### src/rtl/fp_calc_pkg.sv
// Shared types and constants for the keypad-driven fp adder sequencer.
package fp_calc_pkg;

    typedef enum logic [2:0] {
        S_IDLE    = 3'd0,
        S_ENTER_A = 3'd1,
        S_ENTER_B = 3'd2,
        S_ISSUE   = 3'd3,
        S_WAIT    = 3'd4,
        S_SHOW    = 3'd5,
        S_ERR     = 3'd6
    } state_e;

    localparam logic [3:0]  KEY_CLEAR = 4'd12;
    localparam logic [3:0]  KEY_ENTER = 4'd14;
    localparam logic [15:0] DISP_ERR  = 16'hEEEE;

    // Classified keypad press
    typedef struct packed {
        logic       is_digit;
        logic       is_clear;
        logic       is_enter;
        logic [3:0] digit;
    } key_t;

endpackage

### src/rtl/fp_calc_sequencer_if.sv
// Keypad, adder and display signals of the sequencer, bundled as one bus.
// slave = sequencer side, master = environment (keypad scanner + adder).
interface fp_calc_sequencer_if;
    logic        key_valid;
    logic [3:0]  key_code;
    logic [15:0] res_in;
    logic        res_valid;
    logic        res_ovf;
    logic [15:0] op_a;
    logic [15:0] op_b;
    logic        start;
    logic        busy;
    logic        done;
    logic        err;
    logic        ovf;
    logic [2:0]  state_led;
    logic [2:0]  digit_cnt;
    logic [15:0] disp_value;

    modport slave (
        input  key_valid, key_code, res_in, res_valid, res_ovf,
        output op_a, op_b, start, busy, done, err, ovf, state_led, digit_cnt, disp_value
    );

    modport master (
        output key_valid, key_code, res_in, res_valid, res_ovf,
        input  op_a, op_b, start, busy, done, err, ovf, state_led, digit_cnt, disp_value
    );
endinterface

### src/rtl/fp_key_decode.sv
// Maps a raw keypad scan index onto a hex digit or a CLEAR/ENTER command.
module fp_key_decode
    import fp_calc_pkg::*;
(
    input  logic [3:0] key_code_i,
    output key_t       key_o
);

    // Keypad layout: columns 1-2-3-A / 4-5-6-B / 7-8-9-C / *-0-#-D
    always_comb begin
        key_o          = '0;
        key_o.is_digit = 1'b1;
        case (key_code_i)
            4'd0:    key_o.digit = 4'h1;
            4'd1:    key_o.digit = 4'h2;
            4'd2:    key_o.digit = 4'h3;
            4'd3:    key_o.digit = 4'hA;
            4'd4:    key_o.digit = 4'h4;
            4'd5:    key_o.digit = 4'h5;
            4'd6:    key_o.digit = 4'h6;
            4'd7:    key_o.digit = 4'hB;
            4'd8:    key_o.digit = 4'h7;
            4'd9:    key_o.digit = 4'h8;
            4'd10:   key_o.digit = 4'h9;
            4'd11:   key_o.digit = 4'hC;
            4'd13:   key_o.digit = 4'h0;
            4'd15:   key_o.digit = 4'hD;
            default: key_o.is_digit = 1'b0;
        endcase
        key_o.is_clear = (key_code_i == KEY_CLEAR);
        key_o.is_enter = (key_code_i == KEY_ENTER);
    end

endmodule

### src/rtl/fp_calc_sequencer.sv
// Keypad operation sequencer for the half-precision adder: collects two
// 4-digit hex operands, issues one add, waits for the result and holds it
// for the display. Optional macro FP_CALC_CHAIN_EN: ENTER in SHOW loads the
// result into operand A and continues at operand B (accumulator chaining)
// instead of reissuing the same operands.
module fp_calc_sequencer
    import fp_calc_pkg::*;
#(
    parameter int TIMEOUT = 16,
    parameter int DIGITS  = 4
) (
    input  logic                clk,
    input  logic                reset,
    fp_calc_sequencer_if.slave  bus
);

    localparam int         TW      = $clog2(TIMEOUT + 1);
    localparam logic [2:0] CNT_MAX = 3'(DIGITS);

    state_e      state_q, state_d;
    logic        key_q;
    logic [15:0] op_a_q, op_a_d;
    logic [15:0] op_b_q, op_b_d;
    logic [15:0] res_q, res_d;
    logic [15:0] disp_q, disp_d;
    logic [2:0]  cnt_q, cnt_d;
    logic [TW-1:0] timer_q, timer_d;
    logic        ovf_q, ovf_d;

    key_t        kd;
    logic        key_ev;
    logic [2:0]  cnt_inc;

    fp_key_decode u_dec (
        .key_code_i (bus.key_code),
        .key_o      (kd)
    );

    // One event per press: rising edge of the level key flag
    assign key_ev  = bus.key_valid & ~key_q;
    assign cnt_inc = (cnt_q == CNT_MAX) ? cnt_q : cnt_q + 3'd1;

    // State, operand, result and display registers
    always_ff @(posedge clk) begin
        if (reset) begin
            state_q <= S_IDLE;
            key_q   <= 1'b0;
            op_a_q  <= '0;
            op_b_q  <= '0;
            res_q   <= '0;
            disp_q  <= '0;
            cnt_q   <= '0;
            timer_q <= '0;
            ovf_q   <= 1'b0;
        end else begin
            state_q <= state_d;
            key_q   <= bus.key_valid;
            op_a_q  <= op_a_d;
            op_b_q  <= op_b_d;
            res_q   <= res_d;
            disp_q  <= disp_d;
            cnt_q   <= cnt_d;
            timer_q <= timer_d;
            ovf_q   <= ovf_d;
        end
    end

    // Next-state, operand entry and display selection
    always_comb begin
        state_d = state_q;
        op_a_d  = op_a_q;
        op_b_d  = op_b_q;
        res_d   = res_q;
        cnt_d   = cnt_q;
        timer_d = timer_q;
        ovf_d   = ovf_q;
        disp_d  = '0;

        case (state_q)
            S_IDLE: begin
                op_a_d  = '0;
                op_b_d  = '0;
                cnt_d   = '0;
                state_d = S_ENTER_A;
            end
            S_ENTER_A: if (key_ev) begin
                if (kd.is_digit) begin
                    op_a_d = {op_a_q[11:0], kd.digit};
                    cnt_d  = cnt_inc;
                end else if (kd.is_clear) begin
                    op_a_d = '0;
                    cnt_d  = '0;
                end else if (kd.is_enter && cnt_q != '0) begin
                    cnt_d   = '0;
                    state_d = S_ENTER_B;
                end
            end
            S_ENTER_B: if (key_ev) begin
                if (kd.is_digit) begin
                    op_b_d = {op_b_q[11:0], kd.digit};
                    cnt_d  = cnt_inc;
                end else if (kd.is_clear) begin
                    // CLEAR on an empty B steps back to A with A intact
                    if (cnt_q == '0) begin
                        cnt_d   = CNT_MAX;
                        state_d = S_ENTER_A;
                    end else begin
                        op_b_d = '0;
                        cnt_d  = '0;
                    end
                end else if (kd.is_enter && cnt_q != '0) begin
                    state_d = S_ISSUE;
                end
            end
            S_ISSUE: begin
                timer_d = '0;
                state_d = S_WAIT;
            end
            S_WAIT: begin
                // A result arriving on the timeout cycle still counts
                if (bus.res_valid) begin
                    res_d   = bus.res_in;
                    ovf_d   = bus.res_ovf;
                    state_d = S_SHOW;
                end else if (timer_q == TW'(TIMEOUT - 1)) begin
                    state_d = S_ERR;
                end else begin
                    timer_d = timer_q + 1'b1;
                end
            end
            S_SHOW: if (key_ev) begin
                if (kd.is_digit) begin
                    op_a_d  = {12'h000, kd.digit};
                    op_b_d  = '0;
                    cnt_d   = 3'd1;
                    state_d = S_ENTER_A;
                end else if (kd.is_enter) begin
`ifdef FP_CALC_CHAIN_EN
                    op_a_d  = res_q;
                    op_b_d  = '0;
                    cnt_d   = '0;
                    state_d = S_ENTER_B;
`else
                    state_d = S_ISSUE;
`endif
                end else if (kd.is_clear) begin
                    ovf_d   = 1'b0;
                    state_d = S_IDLE;
                end
            end
            S_ERR: if (key_ev && kd.is_clear) begin
                state_d = S_IDLE;
            end
            default: state_d = S_IDLE;
        endcase

        case (state_d)
            S_ENTER_A: disp_d = op_a_d;
            S_ENTER_B: disp_d = op_b_d;
            S_SHOW:    disp_d = res_d;
            S_ERR:     disp_d = DISP_ERR;
            default:   disp_d = '0;
        endcase
    end

    assign bus.op_a       = op_a_q;
    assign bus.op_b       = op_b_q;
    assign bus.start      = (state_q == S_ISSUE);
    assign bus.busy       = (state_q == S_ISSUE) || (state_q == S_WAIT);
    assign bus.done       = (state_q == S_SHOW);
    assign bus.err        = (state_q == S_ERR);
    assign bus.ovf        = ovf_q;
    assign bus.state_led  = state_q;
    assign bus.digit_cnt  = cnt_q;
    assign bus.disp_value = disp_q;

endmodule
### src/flat_wrapper.sv
// flat-port wrapper written by rule: the top's interface ports become plain ports
module fp_calc_sequencer_flat import fp_calc_pkg::*;
#(
    parameter int TIMEOUT = 16,
    parameter int DIGITS  = 4
)
  (clk, reset, bus_key_valid, bus_key_code, bus_res_in, bus_res_valid, bus_res_ovf, bus_op_a, bus_op_b, bus_start, bus_busy, bus_done, bus_err, bus_ovf, bus_state_led, bus_digit_cnt, bus_disp_value);
  fp_calc_sequencer_if bus_i ();
  input  logic clk;
  input  logic reset;
  input wire logic [$bits(bus_i.key_valid)-1:0] bus_key_valid;
  input wire logic [$bits(bus_i.key_code)-1:0] bus_key_code;
  input wire logic [$bits(bus_i.res_in)-1:0] bus_res_in;
  input wire logic [$bits(bus_i.res_valid)-1:0] bus_res_valid;
  input wire logic [$bits(bus_i.res_ovf)-1:0] bus_res_ovf;
  output wire logic [$bits(bus_i.op_a)-1:0] bus_op_a;
  output wire logic [$bits(bus_i.op_b)-1:0] bus_op_b;
  output wire logic [$bits(bus_i.start)-1:0] bus_start;
  output wire logic [$bits(bus_i.busy)-1:0] bus_busy;
  output wire logic [$bits(bus_i.done)-1:0] bus_done;
  output wire logic [$bits(bus_i.err)-1:0] bus_err;
  output wire logic [$bits(bus_i.ovf)-1:0] bus_ovf;
  output wire logic [$bits(bus_i.state_led)-1:0] bus_state_led;
  output wire logic [$bits(bus_i.digit_cnt)-1:0] bus_digit_cnt;
  output wire logic [$bits(bus_i.disp_value)-1:0] bus_disp_value;
  assign bus_i.key_valid = bus_key_valid;
  assign bus_i.key_code = bus_key_code;
  assign bus_i.res_in = bus_res_in;
  assign bus_i.res_valid = bus_res_valid;
  assign bus_i.res_ovf = bus_res_ovf;
  assign bus_op_a = bus_i.op_a;
  assign bus_op_b = bus_i.op_b;
  assign bus_start = bus_i.start;
  assign bus_busy = bus_i.busy;
  assign bus_done = bus_i.done;
  assign bus_err = bus_i.err;
  assign bus_ovf = bus_i.ovf;
  assign bus_state_led = bus_i.state_led;
  assign bus_digit_cnt = bus_i.digit_cnt;
  assign bus_disp_value = bus_i.disp_value;
  fp_calc_sequencer #(.TIMEOUT(TIMEOUT), .DIGITS(DIGITS)) u_core (.clk(clk), .reset(reset), .bus(bus_i));
endmodule
### config.mk
export PLATFORM = sky130hd
export DESIGN_NAME = fp_calc_sequencer_flat
export DESIGN_NICKNAME = d
export VERILOG_FILES = /design/src/rtl/fp_calc_pkg.sv /design/src/rtl/fp_calc_sequencer_if.sv /design/src/rtl/fp_key_decode.sv /design/src/rtl/fp_calc_sequencer.sv /design/src/flat_wrapper.sv
export SDC_FILE = /design/constraint.sdc
export NUM_CORES = 1
export LEC_CHECK = 0
export ABC_AREA = 0
export BUFFER_PORTS_ARGS = -buffer_cell sky130_fd_sc_hd__buf_2
export CAP_MARGIN = 20
export CORE_ASPECT_RATIO = 0.6
export CORE_MARGIN = 10
export CORE_UTILIZATION = 54
export DETAILED_ROUTE_END_ITERATION = 8
export PLACE_DENSITY = 0.8
export SLEW_MARGIN = 20
export SYNTH_ARGS = -nofsm -noshare
export SYNTH_HDL_FRONTEND = slang
export SYNTH_SLANG_ARGS = --single-unit
### constraint.sdc
create_clock -name clk -period 3.74 [get_ports clk]
set_clock_uncertainty 0.2 [all_clocks]
set_input_delay 0.374 -clock clk [delete_from_list [all_inputs] [get_ports clk]]
set_output_delay 0.374 -clock clk [all_outputs]
set_load 0.02 [all_outputs]
* After elaboration in Yosys (flattened, before gate mapping)
Cells that the tools add are included.
Widths: inputs -> output; s select.
** Word-level totals
- Register bits after elaboration :: 77
- Input port bits :: 25
- Output and inout bits :: 59
** Cells by class
- Add/subtract/negate cells :: 2
- Eq/ne operators :: 39
- Mux-type cells :: 56
- Bitwise logic cells :: 2
- Reductions and logical operators :: 14
** Operators with widths (count)
- $mux 16 :: 13
- $pmux 16 s3 :: 2
- $mux 3 :: 27
- $pmux 16 s4 :: 1
- $pmux 4 s13 :: 1
- $eq 4x4->1 const B :: 8
- $pmux 3 s7 :: 1
- $eq 3x3->1 const B :: 6
- $eq 4x3->1 const B :: 4
- $reduce_or 14->1 :: 1
- $pmux 3 s4 :: 1
- $mux 5 :: 2
- $ne 2x1->1 const B :: 5
- $ne 2x2->1 const B :: 5
- $pmux 5 s2 :: 1
- $eq 3x2->1 const B :: 3
- $eq 4x2->1 const B :: 2
- $reduce_and 7->1 :: 1
- $eq 3x1->1 const B :: 2
- $logic_not 3->1 :: 2
- $mux 1 :: 6
- $reduce_and 6->1 :: 1
- $add 5x1->5 const B :: 1
- $eq 5x4->1 const B :: 1
- 14 further kinds :: 16

* Logic depth before layout (Yosys ltp)
Gate-level depths: netlist of run 1.
- Depth in word-level cells :: 9
- Gate-level depth with buffers :: 14
- Mapped depth without buffers :: 14

* Hierarchy
Synthesis of run 1 repeated with hierarchy kept, for this count alone.
** Unflattened totals
- Cell total of the unflattened synthesis :: 451
- Area, all modules :: 3891.2 µm²
** By module, submodules not included
- fp_calc_sequencer :: times used 1, cells an instance 433, area an instance 3784.9 µm²
- fp_key_decode :: times used 1, cells an instance 18, area an instance 106.4 µm²

* Least setup slack after synthesis of run 1
No wires, ideal clock.
- Kind :: register to register
- Start point :: reg u_core.cnt_q[0], in the netlist u_core.bus.digit_cnt[0]
- End point :: reg u_core.disp_q[12], in the netlist u_core.bus.disp_value[12]
- Library setup time :: 0.070 ns
- Arrival :: 2.699 ns
- Required time :: 3.470 ns
- Setup slack :: 0.771 ns
- Cell stages (with the launch flop) :: 15
- Clock period less this slack :: 2.969 ns
- Cells stage by stage :: dfxtp_1 > inv_1 > ha_1 > nand2b_1 > nand3_1 > o21ai_0 > a31oi_1 > a31oi_1 > inv_1 > ha_1 > nor2_1 > nand2_1 > or3_1 > o32a_1 > o21ai_1
** Between the ends
- Cells in the longest elaborated chain, start to end :: 9
- Elaborated cells between the ends (all ways) :: 23
** RTL lines
- start, declared :: RTL line fp_calc_sequencer.sv:26 : logic [2:0] cnt_q, cnt_d;
- start signal, assigned :: RTL line fp_calc_sequencer.sv:62 : cnt_q <= cnt_d;
- $reduce_bool 3->1 :: RTL line fp_calc_sequencer.sv:93, fp_calc_sequencer.sv:111
- $logic_and 1x1->1 :: RTL line fp_calc_sequencer.sv:93, fp_calc_sequencer.sv:111
- $mux 3 (on tied branches) :: RTL line fp_calc_sequencer.sv:111, fp_calc_sequencer.sv:93
- $mux 3 (on tied branches) :: RTL line fp_calc_sequencer.sv:102, fp_calc_sequencer.sv:90
- $mux 3 (on tied branches) :: RTL line fp_calc_sequencer.sv:99, fp_calc_sequencer.sv:87
- $mux 3 (on tied branches) :: RTL line fp_calc_sequencer.sv:98, fp_calc_sequencer.sv:86
- $pmux 3 s7 * :: RTL line fp_calc_sequencer.sv:79 : case (state_q)
- net u_core.state_d[0] :: RTL line fp_calc_sequencer.sv:20 : state_e state_q, state_d;
- $eq 3x3->1 (tied with other cells) :: RTL line fp_calc_sequencer.sv:157 : case (state_d)
- $pmux 16 s4 * :: RTL line fp_calc_sequencer.sv:157
- end signal, assigned :: RTL line fp_calc_sequencer.sv:61 : disp_q <= disp_d;
- end, declared :: RTL line fp_calc_sequencer.sv:25 : logic [15:0] disp_q, disp_d;
The timed path passes the listed nets; every way through them passes the cells marked *.
A chain may end at the register's enable or synchronous reset.

* Worst setup path in the final report of run 1
- Start point :: reg u_core.cnt_q[0], in the netlist u_core.bus.digit_cnt[0]
- End point :: reg u_core.disp_q[4], in the netlist u_core.bus.disp_value[4]
** Between the ends
- Cells in the longest elaborated chain, start to end :: 9
- Elaborated cells between the ends (all ways) :: 23
** RTL lines (RTL line)
- $reduce_bool 3->1 :: fp_calc_sequencer.sv:93, fp_calc_sequencer.sv:111
- $logic_and 1x1->1 :: fp_calc_sequencer.sv:93, fp_calc_sequencer.sv:111
- $mux 3 (on tied branches) :: fp_calc_sequencer.sv:111, fp_calc_sequencer.sv:93
- $mux 3 (on tied branches) :: fp_calc_sequencer.sv:102, fp_calc_sequencer.sv:90
- $mux 3 (on tied branches) :: fp_calc_sequencer.sv:99, fp_calc_sequencer.sv:87
- $mux 3 (on tied branches) :: fp_calc_sequencer.sv:98, fp_calc_sequencer.sv:86
- $pmux 3 s7 :: fp_calc_sequencer.sv:79
- $eq 3x3->1 (tied with other cells) :: fp_calc_sequencer.sv:157
- $pmux 16 s4 * :: fp_calc_sequencer.sv:157
Mark *: on every way between the ends. The rest lies on a longest branch, timed or not.

==> qor.txt, run 1 <==
ys async rst share -> 0
clk slew on worst S/H paths -> 60 ps
Post-Syn Instances -> 440
XOR/XNOR share of the synthesized area -> 0.00702
wire length per cell -> 18.2 um
gr usage total -> 0.203
CP endpoint kind -> flip-flop
crit path DAT -> 3390 ps
Hold Vio Cnt, Final -> 0
crit path cell chain -> inv_1 -> ha_1 -> nor2b_1 -> nand2_1 -> nand2_1 -> o21ai_0 -> a222oi_1 -> ha_1 -> nor2_1 -> nand2_1 -> or3_1 -> o32a_1 -> o21ai_1
net switching fraction of the power -> 0.258
sum of negative setup slack -> 0 ps
Slew headroom -> 0.417
Yosys top cell by area -> dfxtp_1
FP Rows -> 23
Final Slew Violations -> 0
Worst Hold Depth -> 3
Clk pwr share -> 0.436
io pins -> 84
internal cell power -> 1.34 mW
FF+latch count, synth -> 77
CP peak stage delay -> 420 ps
Startpoint Class -> flip-flop
Static Leak -> 1.85 nW
Slew @ Worst Pin -> 875 ps
Starting Density -> 0.558
unrepaired setup endpoints after global routing -> no
share of cells above drive strength 1 -> 0.237
run status -> finished, final reports clean
Max Root-Sink Buffers -> 2
kind of cell adding the most delay to the critical path -> simple AND/OR/NAND/NOR gates
Post-Syn Nets -> 471
antenna violations before repair -> 0
Final min period -> 3330 ps
Worst Path Buf+Inv -> 1
area occupied by multi-input gates -> 2020 um2
post-route DRC violation count -> 0
reg-to-reg endpoint -> u_core.bus.disp_value[4]
Post-Place Cells -> 591
CP required -> 3800 ps
most frequent cells in the layout -> nor2_1, buf_2, dfxtp_1, mux2i_1
Syn Area/Cell -> 8.50 um2
first-pass GRT wire length -> 17.6 mm
sequential share of the synthesized area -> 0.412
vias in the first global route -> 3220
CP max-delay cell -> a222oi_1
Power Dens Cells -> 407 nW/um2
clk root buf -> clkbuf_16
worst r2r src -> u_core.bus.digit_cnt[0]
Hold Buf Count CTS -> 0
CTS sink cnt -> 77
max-cap violations -> 0
Final #Nets -> 546
initial drt markers -> 418
postcts setup bufs -> 0
CTS buffer count -> 9
VDD IR max -> 0.377 mV
DRT Wirelength -> 11.1 mm
Combinational Power Share -> 0.098
NetSw -> 468 uW
post-route insts no fill -> 607
Synth Area in Simple Gates -> 0.242
Yosys top cell area share -> 0.412
die footprint -> 10800 um2
Die Y -> 84.5 um
clock insertion delay at the later pin of the skew report -> 340 ps
I/O Buffers -> 83
YS warnings -> 0
register share of total power -> 0.466
Unique masters post-synth -> 62
R2R cell count -> 13
Adder-Cell Fraction of Synth Area -> 0.0201
Post-DP Area -> 4190 um2
R2R Setup Slk -> 410 ps
Final Setup Violations -> 0
Mapped Area -> 3740 um2
post_cts resized -> 0
TritonCTS clock tree -> built
Post-synth EDFFs -> 0
most common cell after layout, fill and taps aside -> nor2_1
Reg area -> 1540 um2
Die X -> 127 um
Core Region -> 6710 um2
Top cell by count, worst path -> nand2_1
total gr overflow -> 0
critical hold path startpoint -> bus_res_ovf
synth top area cells -> dfxtp_1, mux2i_1, nor2_1
# diodes -> 0
final core utilization -> 0.664
H-Tree Depth -> 3
Critical Path Fanout Max -> 6
CP Class -> flip-flop to flip-flop
DRT Pass-1 Iters -> 5
Final period util -> 0.891
maximum clock rate -> 300 MHz
largest net degree at the start of global routing -> 43
design area -> 4460 um2
fill count -> 579
Worst Hold Class -> input pin to flip-flop
average vias per placed instance -> 5.79
Most used DFF post-synth -> dfxtp_1
Antenna Nets Post-Route -> 0
gpl congestion -> 0.944
via count -> 3515
Synth Area in Compound Gates -> 0.155
Area Growth Syn to Fin -> 19.1%
DP HPWL -> 8.43 mm
worst hold margin -> 67.3 ps
post-synthesis mux area share -> 0.115
largest family of logic cells by synthesized area -> simple AND/OR/NAND/NOR gates
hold endpoint -> u_core.bus.ovf
[worst register-to-register path: cells and delay by family, from the launching register on]
family	cells	cell delay, ps
adder cells (fa/ha/maj)	2	560
buffers and inverters	1	80
AO/OA/AOI/OAI	4	760
flip-flops	1	330
AND/OR/NAND/NOR	6	1310
[sequential cells by signal, summed over array words and instances (netlist names)]
name                   count
u_core.bus.disp_value     16
u_core.bus.op_a           16
u_core.bus.op_b           16
u_core.res_q              16
u_core.timer_q             5
u_core.bus.digit_cnt       3
u_core.bus.state_led       3
u_core.bus.ovf             1
u_core.key_q               1
[per-layer routing]
| metal | up-vias | GRT usage | part of all wire |
|---|---|---|---|
| met4 | 0 | 0.0381 | 0.0071 |
| met3 | 11 | 0.0816 | 0.14 |
| met2 | 215 | 0.258 | 0.38 |
| li1 | 1684 | - | - |
| met5 | - | 0 | 0 |
| met1 | 1605 | 0.305 | 0.48 |
[cells in the mapped netlist, types with 2 or more instances]
| cell type | instances |
|---|---|
| o21bai_1 | 2 |
| clkbuf_1 | 12 |
| nand2_1 | 20 |
| nor2b_1 | 12 |
| xor2_1 | 2 |
| nor2_1 | 99 |
| dfxtp_1 | 77 |
| o21ai_1 | 9 |
| buf_6 | 2 |
| inv_2 | 3 |
| a32oi_1 | 2 |
| ha_1 | 6 |
| a31oi_1 | 6 |
| inv_1 | 7 |
| buf_4 | 3 |
| and3_1 | 2 |
| o31ai_1 | 3 |
| o211ai_1 | 6 |
| o21ai_0 | 18 |
| nand3b_1 | 2 |
| nand2b_1 | 5 |
| nor3_1 | 14 |
| mux2i_1 | 42 |
| o32a_1 | 3 |
| nand3_1 | 6 |
| a211oi_1 | 3 |
| or3_1 | 3 |
| o32ai_1 | 2 |
| a21oi_1 | 20 |
| o22ai_1 | 2 |
| nand4_1 | 4 |
| or2_1 | 3 |
| buf_2 | 11 |
[power groups by stage]
stage / logic [mW] / registers, mW / clock network, mW
2_1_floorplan: 0.112 / 0.870 / 0
6_report: 0.178 / 0.843 / 0.790
4_1_cts: 0.174 / 0.843 / 0.802
5_1_grt: 0.191 / 0.844 / 0.844
3_3_place_gp: 0.172 / 0.860 / 0
3_5_place_dp: 0.173 / 0.861 / 0
[kinds of logic after synthesis]
logic type | count (synthesis)
compound gates | 88
xor+xnor | 3
fa+ha+maj | 6
buf+inv | 38
flops | 77
mux | 43
simple gates | 185
[layout make-up]
type / instances / share of cell area
well taps: 87 / 0.0244
clock inverters: 6 / 0.00871
clock buffers: 10 / 0.0514
multi-input cells: 325 / 0.453
repair buffers: 92 / 0.108
flip-flops and latches: 77 / 0.346
inverters: 10 / 0.00842
[worst max path at each step]
| stage | startpoint | to | slack (ps) | cells past startpoint |
|---|---|---|---|---|
| after floorplan | u_core.bus.digit_cnt[0] | u_core.bus.disp_value[12] | 770 | 14 |
| after global placement | bus_key_code[1] | u_core.bus.disp_value[4] | 590 | 12 |
| after detailed placement | bus_key_code[1] | u_core.bus.disp_value[8] | 480 | 12 |
| after CTS | u_core.bus.digit_cnt[0] | u_core.bus.disp_value[4] | 500 | 13 |
| after global routing | u_core.bus.digit_cnt[0] | u_core.bus.disp_value[4] | 140 | 13 |
| final | u_core.bus.digit_cnt[0] | u_core.bus.disp_value[4] | 410 | 13 |
[per-stage QoR]
stage	total power [mW]	worst slack (ps)
3_3_place_gp	1.03	590
4_1_cts	1.82	502
3_5_place_dp	1.03	482
5_1_grt	1.88	142
6_report	1.81	407
2_1_floorplan	0.982	771
Note: power is estimated with default switching activity, not from simulation.
==> inputs of run 2 (changes only) <==
--- a/config.mk
+++ b/config.mk
@@ -12,7 +12,9 @@
 export CORE_MARGIN = 10
 export CORE_UTILIZATION = 54
 export DETAILED_ROUTE_END_ITERATION = 8
+export GPL_TIMING_DRIVEN = 1
 export PLACE_DENSITY = 0.8
+export REMOVE_ABC_BUFFERS = 1
 export SLEW_MARGIN = 20
 export SYNTH_ARGS = -nofsm -noshare
 export SYNTH_HDL_FRONTEND = slang
==> run 2 against run 1 <==
Compared with the run above:
- final cell count rose by 0.33%
- largest power group is now the clock network
- fmax fell by 0.68%
- sequential power barely moved
- non-clock buffer count rose by 2
- clock power rose by 14%
- total power rose by 6.4%
- final area rose by 1.3%
- count of clock-buffer cells in the layout rose by 3
- register-to-register slack got worse by 20 ps
- utilization rose by 0.90 points
- critical path depth did not move
==> qor.txt, run 2 (synthesis gave the netlist of run 1 again) <==
run status -> finished, final reports clean
Hold Vio Cnt, Final -> 0 (unchanged)
FP Rows -> 23 (unchanged)
clk slew on worst S/H paths -> 60 ps (about the same)
Worst Hold Class -> input pin to flip-flop
Core Region -> 6710 um2 (unchanged)
Final #Nets -> 548 (+0.37%)
DP HPWL -> 8.38 mm (-0.55%)
Power Total -> 1.93 mW (+6.4%)
wire length per cell -> 18.5 um (+1.3%)
Final Setup Violations -> 0 (unchanged)
largest net degree at the start of global routing -> 43 (unchanged)
average vias per placed instance -> 5.87 (+1.3%)
Final period util -> 0.897 (+0.00615)
worst r2r src -> u_core.bus.digit_cnt[0]
postcts setup bufs -> 0 (unchanged)
initial drt markers -> 407 (-2.6%)
Top cell by count, worst path -> nand2_1
share of cells above drive strength 1 -> 0.239 (+0.00293)
Worst Path Buf+Inv -> 1 (unchanged)
Area Growth Syn to Fin -> 20.7%
clock insertion delay at the later pin of the skew report -> 340 ps (about the same)
CTS buffer count -> 9 (unchanged)
CP max-delay cell -> a222oi_1
Slew headroom -> 0.439 (+0.0225)
CP Class -> flip-flop to flip-flop
antenna violations before repair -> 0 (unchanged)
Power Dens Cells -> 427 nW/um2 (+5.0%)
Die X -> 127 um (unchanged)
CTS sink cnt -> 77 (unchanged)
DRT Wirelength -> 11.2 mm (+1.7%)
gr usage total -> 0.205 (+0.00246)
R2R Setup Slk -> 380 ps (-20 ps)
vias in the first global route -> 3329 (+3.4%)
H-Tree Depth -> 3 (unchanged)
post-route DRC violation count -> 0 (unchanged)
sum of negative setup slack -> 0 ps (unchanged)
Starting Density -> 0.558 (unchanged)
Max Root-Sink Buffers -> 2 (unchanged)
critical hold path startpoint -> bus_res_ovf
TritonCTS clock tree -> built
unrepaired setup endpoints after global routing -> no
die footprint -> 10800 um2 (unchanged)
Antenna Nets Post-Route -> 0 (unchanged)
reg-to-reg endpoint -> u_core.bus.disp_value[8]
via count -> 3573 (+1.7%)
CP peak stage delay -> 400 ps (-20 ps)
Final min period -> 3360 ps (+23.0 ps)
post_cts resized -> 0 (unchanged)
Final Slew Violations -> 0 (unchanged)
total gr overflow -> 0 (unchanged)
max-cap violations -> 0 (unchanged)
Slew @ Worst Pin -> 835 ps (-40.0 ps)
Hold Buf Count CTS -> 0 (unchanged)
Critical Path Fanout Max -> 6 (unchanged)
crit path DAT -> 3420 ps (+30 ps)
Static Leak -> 1.88 nW (+1.8%)
crit path cell chain -> inv_1 -> ha_1 -> nor2b_1 -> nand2_1 -> nand2_1 -> o21ai_0 -> a222oi_1 -> ha_1 -> nor2_1 -> nand2_1 -> or3_1 -> o32a_1 -> o21ai_1
Startpoint Class -> flip-flop
gpl congestion -> 0.957 (+1.3%)
CP endpoint kind -> flip-flop
maximum clock rate -> 298 MHz (-0.68%)
first-pass GRT wire length -> 17.8 mm (+1.1%)
CP required -> 3810 ps (about the same)
VDD IR max -> 0.334 mV (-11%)
DRT Pass-1 Iters -> 5 (unchanged)
hold endpoint -> u_core.bus.ovf
most frequent cells in the layout -> nor2_1, buf_2, dfxtp_1, mux2i_1
kind of cell adding the most delay to the critical path -> simple AND/OR/NAND/NOR gates
R2R cell count -> 13 (unchanged)
Die Y -> 84.5 um (unchanged)
clk root buf -> clkbuf_16
most common cell after layout, fill and taps aside -> nor2_1
io pins -> 84 (unchanged)
Worst Hold Depth -> 3 (unchanged)
# diodes -> 0 (unchanged)
I/O Buffers -> 83 (unchanged)
==> run 2: cell count changes in the layout (fill, tap and decap cells not counted) <==
cell	delta
buf_4	+2
bufinv_16	+1
clkbuf_8	+3
clkinv_2	-2
clkinvlp_4	-1
inv_6	-1
==> run 2: cell type report <==
type | instances | area (um2)
repair buffers | 94 | 498
inverters | 10 | 37.5
clock inverters | 3 | 42.5
flip-flops and latches | 77 | 1540
clock buffers | 13 | 270
multi-input cells | 325 | 2020
fillers | 569 | 2190
well taps | 87 | 109
==> run 2: worst min-delay path, cell delays in order <==
cell	delay, ps
buf_2	80
a21oi_1	50
nor2_1	80
==> run 2: layer usage <==
layer  wire length [um]  track usage
met5                  0            0
met4                155       0.0577
met3               1450       0.0904
met2               4480        0.274
met1               5150        0.288
==> run 2: how the worst max path moves through the flow <==
stage / depth (start not counted) / end / start / slack (ps)
after CTS: 13 / u_core.bus.disp_value[8] / u_core.bus.digit_cnt[0] / 440
after global placement: 12 / u_core.bus.disp_value[12] / bus_key_code[0] / 640
final: 13 / u_core.bus.disp_value[8] / u_core.bus.digit_cnt[0] / 380
after global routing: 13 / u_core.bus.disp_value[8] / u_core.bus.digit_cnt[0] / 130
after floorplan: 14 / u_core.bus.disp_value[4] / u_core.bus.digit_cnt[0] / 760
after detailed placement: 12 / u_core.bus.disp_value[4] / bus_key_code[0] / 460
==> run 2: where the power goes <==
group | internal (mW) | leakage (nW) | switching [mW] | total, mW
sequential | 0.832 | 0.622 | 0.0107 | 0.842
combinational | 0.0659 | 1.11 | 0.116 | 0.182
clock | 0.570 | 0.152 | 0.332 | 0.902
==> run 2: per-stage QoR <==
stage          utilization  std cells  cell area (um2)  setup slack, ps  hold WS (ps)
2_1_floorplan            -        412             3600              764           226
6_report             0.673        609             4520              384          80.8
4_1_cts              0.673        609             4520              445          77.4
5_1_grt              0.673        609             4520              127          99.5
3_3_place_gp         0.627        593             4200              641           241
3_5_place_dp         0.627        593             4200              458           262
==> inputs of run 3 (changes only) <==
==> constraint.sdc (replaced) <==
create_clock -name clk -period 3.74 [get_ports clk]
set_clock_uncertainty 0.2 [all_clocks]
set_input_delay 0.561 -clock clk [delete_from_list [all_inputs] [get_ports clk]]
set_output_delay 0.561 -clock clk [all_outputs]
set_load 0.02 [all_outputs]
==> run 3 against run 2 <==
Compared with the run above:
- first-iteration DRC count down 3.9%
- final area unchanged
- global-route usage up 0.29 points
- sequential cell count unchanged
- register-to-register slack better by 150 ps
- wire length down 1.0%
- critical endpoint is now u_core.bus.disp_value[3]
- worst setup slack better by 150 ps
- combinational power about the same
- utilization unchanged
- sequential share of layout area unchanged
- total power up 1.1%
==> qor.txt, run 3 (synthesis gave the netlist of run 1 again) <==
CP required -> 3770 ps (-40 ps)
sum of negative setup slack -> 0 ps (unchanged)
most common cell after layout, fill and taps aside -> nor2_1
DRT Wirelength -> 11.1 mm (-1.0%)
gpl congestion -> 0.924 (-3.4%)
Slew @ Worst Pin -> 797 ps (-37.6 ps)
most frequent cells in the layout -> nor2_1, buf_2, dfxtp_1, mux2i_1
CTS sink cnt -> 77 (unchanged)
Area Growth Syn to Fin -> 20.7% (unchanged)
io pins -> 84 (unchanged)
max-cap violations -> 0 (unchanged)
post-route DRC violation count -> 0 (unchanged)
Max Used Layer -> met4
H-Tree Depth -> 3 (unchanged)
CP Class -> flip-flop to flip-flop
Starting Density -> 0.558 (unchanged)
gr usage total -> 0.208 (+0.00289)
run status -> finished, final reports clean
I/O Buffers -> 83 (unchanged)
Antenna Nets Post-Route -> 0 (unchanged)
# diodes -> 0 (unchanged)
die footprint -> 10800 um2 (unchanged)
Clk pwr share -> 0.474 (+0.006)
hold endpoint -> u_core.bus.ovf
net switching fraction of the power -> 0.234 (-0.00470)
total gr overflow -> 0 (unchanged)
vias in the first global route -> 3415 (+2.6%)
worst r2r src -> u_core.bus.digit_cnt[0]
clk slew on worst S/H paths -> 60 ps (about the same)
Final Setup Violations -> 0 (unchanged)
Max Root-Sink Buffers -> 2 (unchanged)
Power Dens Cells -> 431 nW/um2 (+1.1%)
Startpoint Class -> flip-flop
Final #Nets -> 548 (unchanged)
Routed met3 length -> 1.31 mm (-9.3%)
reg-to-reg endpoint -> u_core.bus.disp_value[3]
met2 wire len -> 4.42 mm (-1.3%)
Core Region -> 6710 um2 (unchanged)
Hold Buf Count CTS -> 0 (unchanged)
postcts setup bufs -> 0 (unchanged)
first-pass GRT wire length -> 18.2 mm (+2.0%)
crit path DAT -> 3230 ps (-190 ps)
Hold Vio Cnt, Final -> 0 (unchanged)
register share of total power -> 0.433 (-0.004)
maximum clock rate -> 312 MHz (+4.8%)
Post-DP Area -> 4200 um2 (unchanged)
post_cts resized -> 0 (unchanged)
TritonCTS clock tree -> built
CTS buffer count -> 9 (unchanged)
wire length per cell -> 18.3 um (-0.71%)
Static Leak -> 1.89 nW (+0.11%)
DRT Pass-1 Iters -> 6 (+1)
Die Y -> 84.5 um (unchanged)
post-route met1 wirelength -> 5.34 mm (+3.6%)
Final period util -> 0.857 (-0.0409)
CP endpoint kind -> flip-flop
via count -> 3536 (-1.0%)
VDD IR max -> 0.274 mV (-18%)
R2R cell count -> 11 (-2)
antenna violations before repair -> 0 (unchanged)
Worst Hold Class -> input pin to flip-flop
Final Slew Violations -> 0 (unchanged)
internal cell power -> 1.49 mW (+1.7%)
design area -> 4520 um2 (unchanged)
unrepaired setup endpoints after global routing -> no
clk root buf -> clkbuf_16
DP HPWL -> 8.45 mm (+0.73%)
initial drt markers -> 391 (-3.9%)
average vias per placed instance -> 5.83 (-0.71%)
share of cells above drive strength 1 -> 0.238 (-0.00100)
NetSw -> 455 uW (-0.90%)
FP Rows -> 23 (unchanged)
clock insertion delay at the later pin of the skew report -> 340 ps (about the same)
critical hold path startpoint -> bus_res_ovf
Critical Path Fanout Max -> 17 (+11)
Slew headroom -> 0.469 (+0.0292)
largest net degree at the start of global routing -> 43 (unchanged)
Power Total -> 1.95 mW (+1.1%)
Die X -> 127 um (unchanged)
Combinational Power Share -> 0.093 (-0.002)
R2R Setup Slk -> 540 ps (+150 ps)
Worst Hold Depth -> 3 (unchanged)
Final min period -> 3200 ps (-153 ps)
==> run 3: layer usage <==
metal  vias up  GRT usage
met5         -          0
met4         0     0.0453
met3         7     0.0854
met2       165      0.277
met1      1670      0.300
li1       1694          -
==> run 3: worst max-delay path, stage by stage (launching register included) <==
cell,delay [ps]
dfxtp_1,340
inv_1,80
ha_1,230
nor2b_1,340
nand2_1,90
nand2_1,70
o21ai_0,70
a222oi_1,430
ha_1,610
nand2_1,90
or2_0,260
a31oi_1,270
==> run 3: cell type report <==
| cell class | count | area [um2] |
|---|---|---|
| Fill cell | 578 | 2190 |
| Multi-Input combinational cell | 325 | 2020 |
| Sequential cell | 77 | 1540 |
| Timing Repair Buffer | 94 | 498 |
| Clock buffer | 10 | 239 |
| Tap cell | 87 | 109 |
| Clock inverter | 4 | 73.8 |
| Inverter | 10 | 37.5 |
==> run 3: power groups by stage <==
stage,clock network [mW],registers (mW),logic (mW)
6_report,0.924,0.844,0.180
5_1_grt,0.976,0.845,0.196
4_1_cts,0.934,0.843,0.178
3_5_place_dp,0,0.861,0.177
3_3_place_gp,0,0.861,0.175
2_1_floorplan,0,0.871,0.0942
==> run 3: worst max-delay path by stage <==
| stage | end | cells after the start | slack (ps) | startpoint |
|---|---|---|---|---|
| after floorplan | u_core.bus.disp_value[4] | 11 | 760 | bus_key_code[0] |
| after global placement | u_core.bus.disp_value[8] | 11 | 570 | bus_key_code[0] |
| after global routing | u_core.bus.disp_value[3] | 11 | 320 | u_core.bus.digit_cnt[0] |
| final | u_core.bus.disp_value[3] | 11 | 540 | u_core.bus.digit_cnt[0] |
| after CTS | u_core.bus.disp_value[3] | 11 | 610 | u_core.bus.digit_cnt[0] |
| after detailed placement | u_core.bus.disp_value[8] | 12 | 440 | bus_key_code[0] |
==> run 3: metrics by stage <==
| step | hold WS, ps | setup slack [ps] | instances | util |
|---|---|---|---|---|
| after floorplan | 226 | 762 | 412 | - |
| after global placement | 238 | 571 | 593 | 0.627 |
| after detailed placement | 276 | 436 | 593 | 0.627 |
| after CTS | 248 | 613 | 607 | 0.673 |
| after global routing | 278 | 324 | 607 | 0.673 |
| final | 256 | 537 | 607 | 0.673 |
